[src/rtl/mul_req_arbiter.sv]
// mul_req_arbiter: shares one iterative signed multiplier between NREQ requesters.
// Round-robin grant in IDLE, operand capture, one-cycle load pulse, wait for the
// multiplier's done pulse, then a tagged valid/ready response.
// Optional build macro: MULARB_TIMEOUT_EN adds a WAIT-state watchdog that returns
// rsp_err=1 with a zero product after TIMEOUT cycles without mul_done.
module mul_req_arbiter #(
  parameter int unsigned WIDTH   = 16,
  parameter int unsigned NREQ    = 4,
  parameter int unsigned IDW     = 2,
  parameter int unsigned TIMEOUT = 64
) (
  input  logic                    clk,
  input  logic                    reset,
  input  logic [NREQ-1:0]         req_valid,
  output logic [NREQ-1:0]         req_ready,
  input  logic [NREQ*WIDTH-1:0]   req_m,
  input  logic [NREQ*WIDTH-1:0]   req_q,
  output logic                    mul_load,
  output logic [WIDTH-1:0]        mul_m,
  output logic [WIDTH-1:0]        mul_q,
  input  logic                    mul_done,
  input  logic [2*WIDTH-1:0]      mul_p,
  output logic                    rsp_valid,
  input  logic                    rsp_ready,
  output logic [IDW-1:0]          rsp_id,
  output logic [2*WIDTH-1:0]      rsp_p,
  output logic                    rsp_err,
  output logic                    busy
);

  typedef enum logic [1:0] {StIdle, StIssue, StWait, StResp} state_e;

  state_e               state_q, state_d;
  logic [IDW-1:0]       last_grant_q;
  logic [IDW-1:0]       grant_idx;
  logic [IDW-1:0]       cand_idx;
  logic                 grant_found;
  logic                 handshake;
  logic                 timeout_hit;
  logic [WIDTH-1:0]     mul_m_q, mul_q_q;
  logic [IDW-1:0]       rsp_id_q;
  logic [2*WIDTH-1:0]   rsp_p_q;

  // Rotating-priority search: start one past the last winner and wrap.
  // IDW-bit addition wraps for free because NREQ is a power of two.
  always_comb begin
    grant_found = 1'b0;
    grant_idx   = last_grant_q;
    cand_idx    = last_grant_q;
    for (int unsigned off = 1; off <= NREQ; off++) begin
      cand_idx = last_grant_q + IDW'(off);
      if (!grant_found && req_valid[cand_idx]) begin
        grant_found = 1'b1;
        grant_idx   = cand_idx;
      end
    end
  end

  assign handshake = (state_q == StIdle) && grant_found;

  // Grant is offered only in IDLE; forced low while reset is held.
  always_comb begin
    req_ready = '0;
    if (handshake && !reset) begin
      req_ready = NREQ'(1) << grant_idx;
    end
  end

`ifdef MULARB_TIMEOUT_EN
  localparam int unsigned TmrW = ($clog2(TIMEOUT + 1) > 8) ? $clog2(TIMEOUT + 1) : 8;

  logic [TmrW-1:0] timer_q;
  logic            rsp_err_q;

  // Counts WAIT cycles; zeroed in ISSUE so the first WAIT cycle sees 0.
  always_ff @(posedge clk or posedge reset) begin
    if (reset) begin
      timer_q <= '0;
    end else if (state_q == StIssue) begin
      timer_q <= '0;
    end else if (state_q == StWait) begin
      timer_q <= timer_q + 1'b1;
    end
  end

  // Expires at the end of the TIMEOUT-th WAIT cycle; a coincident done wins.
  assign timeout_hit = (state_q == StWait) && !mul_done && (timer_q == TmrW'(TIMEOUT - 1));

  // Error flag is captured together with the response payload.
  always_ff @(posedge clk or posedge reset) begin
    if (reset) begin
      rsp_err_q <= 1'b0;
    end else if (state_q == StWait) begin
      if (mul_done) begin
        rsp_err_q <= 1'b0;
      end else if (timeout_hit) begin
        rsp_err_q <= 1'b1;
      end
    end
  end

  assign rsp_err = rsp_err_q;
`else
  logic unused_timeout;

  assign unused_timeout = (TIMEOUT != 0);
  assign timeout_hit    = 1'b0;
  assign rsp_err        = 1'b0;
`endif

  // Next-state logic for the IDLE -> ISSUE -> WAIT -> RESP loop.
  always_comb begin
    state_d = state_q;
    unique case (state_q)
      StIdle:  if (handshake) state_d = StIssue;
      StIssue: state_d = StWait;
      StWait:  if (mul_done || timeout_hit) state_d = StResp;
      StResp:  if (rsp_ready) state_d = StIdle;
      default: state_d = StIdle;
    endcase
  end

  // State register.
  always_ff @(posedge clk or posedge reset) begin
    if (reset) begin
      state_q <= StIdle;
    end else begin
      state_q <= state_d;
    end
  end

  // Operand/ID capture on grant; product capture on done (or zero on timeout).
  // mul_m/mul_q are deliberately left holding their values after ISSUE.
  always_ff @(posedge clk or posedge reset) begin
    if (reset) begin
      last_grant_q <= IDW'(NREQ - 1);
      mul_m_q      <= '0;
      mul_q_q      <= '0;
      rsp_id_q     <= '0;
      rsp_p_q      <= '0;
    end else begin
      if (handshake) begin
        mul_m_q      <= req_m[grant_idx*WIDTH +: WIDTH];
        mul_q_q      <= req_q[grant_idx*WIDTH +: WIDTH];
        rsp_id_q     <= grant_idx;
        last_grant_q <= grant_idx;
      end
      if (state_q == StWait) begin
        if (mul_done) begin
          rsp_p_q <= mul_p;
        end else if (timeout_hit) begin
          rsp_p_q <= '0;
        end
      end
    end
  end

  // Outputs decoded from state; all are zero in IDLE, hence zero on reset.
  always_comb begin
    mul_load  = (state_q == StIssue);
    rsp_valid = (state_q == StResp);
    busy      = (state_q != StIdle);
  end

  assign mul_m  = mul_m_q;
  assign mul_q  = mul_q_q;
  assign rsp_id = rsp_id_q;
  assign rsp_p  = rsp_p_q;

endmodule
[config.mk]
export PLATFORM = sky130hd
export DESIGN_NAME = mul_req_arbiter
export DESIGN_NICKNAME = d
export VERILOG_FILES = /design/src/rtl/mul_req_arbiter.sv
export SDC_FILE = /design/constraint.sdc
export NUM_CORES = 1
export LEC_CHECK = 0
export CORE_MARGIN = 8
export CORE_UTILIZATION = 35
export CTS_CLUSTER_DIAMETER = 60
export DETAILED_ROUTE_END_ITERATION = 10
export PLACE_DENSITY = 0.74
export SLEW_MARGIN = 20
export SYNTH_ARGS = -nofsm -noshare
export SYNTH_HDL_FRONTEND = slang
export SYNTH_SLANG_ARGS = --single-unit
[constraint.sdc]
create_clock -name clk -period 6.9 [get_ports clk]
set_input_delay 1.725 -clock clk [delete_from_list [all_inputs] [get_ports clk]]
set_output_delay 1.725 -clock clk [all_outputs]
set_load 0.005 [all_outputs]
==> results.tsv <==
stage	metric	value	unit
clock_tree	maximum buffer depth of the clock tree	2	
placed_design	hpwl dp	10.3	mm
sta	setup TNS	0	ns
yosys	Main synth FF type	dfrtp_1	
die	Row Count	38	
yosys	number of synthesized register bits	70	
sta	Clock Skew	0.00755	ns
sta	Min Clock Period, post-route	5.76	ns
route	wire length on met3	2.09	mm
sta	Rel. slew slack	39.6	%
critical_path	WP buf/inv	3	
critical_path	Setup crit start kind	input port	
yosys	dominant cell type by area after synthesis	dfrtp_1	
global_routing	initial antenna violation count	1	
clock_tree	CTS H-tree depth	3	
hold_path	Worst Min Path Start	mul_m[4]$_DFFE_PP0P_	
route	DR vias	3276	
sta	RSZ-0062 raised after global routing	false	
route	top layer in use	met5	
clock_tree	TritonCTS clock tree	built	
critical_path	Max stage delay cell, worst path	a222oi_1	
global_routing	number of global-route vias before repair	3705	
clock_tree	root buffer cell	clkbuf_8	
placed_design	cell count after placement	665	
cells_and_area	most common cell after layout, fill and taps aside	clkdlybuf4s50_1	
cells_and_area	area delta synth->final	69.9	%
power	Power Dens Cells	401	nW/µm²
yosys	ys async rst share	100	%
cells_and_area	# nets final	709	
die	# IOs	242	
critical_path	Crit Path Class	input port to output port	
global_routing	GRT Total Usage	17.7	%
global_routing	Overflow after GRT	0	
clock_tree	postcts setup bufs	0	
die	Die Y	121	µm
critical_path	critical path's top delay family	buffers and inverters	
critical_path	critical path peak fanout	6	
cells_and_area	Ant. Diodes	0	
route	Routed WL	13.1	mm
hold_path	Worst Hold Class	register to register	
critical_path	CP peak stage delay	0.73	ns
clock_tree	CTS sink cnt	70	
sta	Setup-failing EPs final	0	
clock_tree	post-CTS sizing	0	
yosys	Yosys warnings	0	
yosys	number of synthesized flops with an enable pin	0	
yosys	post-synthesis sequential area ratio	45.4	%
die	Initial Utilization	35.8	%
critical_path	critical path arrival	4.04	ns
yosys	largest cells by area after synthesis	dfrtp_1 44%, mux2i_1 17%, o221ai_2 12%	
critical_path	required time worst endpoint	5.18	ns
critical_path	beginning of the critical path	req_valid[3]	
yosys	cells after synthesis	301	
cells_and_area	fin cells	681	
global_routing	first-pass GRT wire length	20.3	mm
sta	Max Clock Freq	174	MHz
die	Core ar.	10800	µm²
clock_tree	CTS Buf Count	9	
route	Detail Route met2 WL	6.04	mm
yosys	top-area cell type share of the netlist area	44.1	%
critical_path	CP most frequent cell	clkdlybuf4s50_1	
yosys	Yosys cell types	26	
yosys	Post-Synthesis Cell Area	3860	µm²
cells_and_area	most frequent cells in the layout	240 x clkdlybuf4s50_1, 68 x dfrtp_1, 64 x mux2i_1	
sta	Worst Tran Pin Value	0.906	ns
global_routing	largest net degree at the start of global routing	48	
clock_tree	clock transition at the registers of the reported paths	0.07	ns
cells_and_area	fraction of layout cells with a size suffix above 1	17.4	%
flow_run	max-cap check violation count	0	
route	Starting DRT DRC Count	76	
placed_design	Port Buf Inserts	240	
route	drt via density	4.81	
sta	final number of hold-violating endpoints	0	
yosys	Mapped Nets	474	
route	Residual DRC	0	
power	Worst VDD drop	0.000262	V
critical_path	worst reg2reg startpoint	last_grant_q[1]$_DFFE_PP1P_	
route	wire length per cell	19.2	µm
clock_tree	CTS Hold Bufs	0	
sta	Max Slew Vio Count	0	
power	Final Power	2.63	mW
route	M1 WL	4.76	mm
power	leakage	2.79	nW
clock_tree	Worst-Skew Late Latency	0.34	ns
critical_path	CP cell instances	clkdlybuf4s50_1 -> mux2_4 -> a222oi_1 -> buf_4 -> nor3_1 -> clkdlybuf4s50_1	
critical_path	Worst Setup End Kind	output port	
sta	period utilization	83.5	%
die	Die Span X	121	µm
route	post-route ant nets	0	
yosys	syn avg cell area	12.8	µm²
route	DR pass1 iterations	4	
placed_design	GP Congestion	0.738	
die	area of the die	14600	µm²
status	outcome	finished clean	
-- report_power, final --
part / switching (mW) / internal [mW] / total [mW]
registers: 0.115 / 0.628 / 0.742
logic: 0.612 / 0.816 / 1.43
clock network: 0.159 / 0.297 / 0.457
-- synth_stat cells (3+ instances only) --
library cell	count
dfrtp_1	68
mux2i_1	64
nand2_1	40
mux2_2	32
o221ai_2	32
inv_1	8
buf_2	7
buf_12	6
ha_1	5
a21oi_1	4
clkbuf_1	4
nor2_1	4
o21ai_0	4
buf_1	3
nand2b_1	3
nor3_1	3
-- worst register-to-register path: stages (launching register included) --
cell,delay (ns)
dfstp_2,0.61
mux2_4,0.31
a222oi_1,0.73
buf_4,0.70
mux2i_1,0.43
o221ai_2,0.14
-- per-layer routing --
layer | up-vias | track usage (%)
li1 | 1566 | -
met1 | 1531 | 18.3
met2 | 163 | 28.4
met3 | 14 | 11.8
met4 | 2 | 5.54
met5 | - | 0
-- flip-flops by register name (all words and copies together), names as in the netlist --
register and flops:
mul_q 16, rsp_id 2, last_grant_q 2, state_q 2, rsp_p 32, mul_m 16
-- cell families after synthesis --
family,count (synthesis),share of synthesized area [%]
flops,70,45.4
compound gates,43,14.2
other cells,1,0.0972
mux,97,26.3
fa+ha+maj,5,1.62
simple gates,53,5.70
buf+inv,32,6.64
-- path summary, 6_finish.rpt --
path / to / slack, ns / cells past startpoint
max: req_ready[1] / 1.14 / 6
min reg2reg: mul_m[4]$_DFFE_PP0P_ / 0.49 / 2
min in group asynchronous: rsp_p[21]$_DFFE_PP0P_ / 1.86 / 2
max reg2reg: mul_m[9]$_DFFE_PP0P_ / 3.84 / 5
min: mul_m[4]$_DFFE_PP0P_ / 0.49 / 2
max in group asynchronous: rsp_id[0]$_DFFE_PP0P_ / 4.03 / 3
-- stage by stage --
stage	area (µm²)	worst slack, ns	hold WS [ns]	utilization, %
finish	6560	1.14	0.486	60.7
detailed placement	6280	1.14	0.466	58.1
global placement	6280	1.21	0.464	58.1
floorplan	3860	2.31	0.471	-
global route	6560	1.03	0.511	60.7
CTS	6560	1.13	0.492	60.7
-- cell type report --
| type | count | area [µm²] |
|---|---|---|
| Clock inverter | 5 | 129 |
| Fill cell | 869 | 4240 |
| Timing Repair Buffer | 248 | 2460 |
| Clock buffer | 11 | 151 |
| Tap cell | 140 | 175 |
| Inverter | 8 | 30.0 |
| Sequential cell | 70 | 1750 |
| Multi-Input combinational cell | 199 | 1850 |
(Power assumes the default switching activity.)
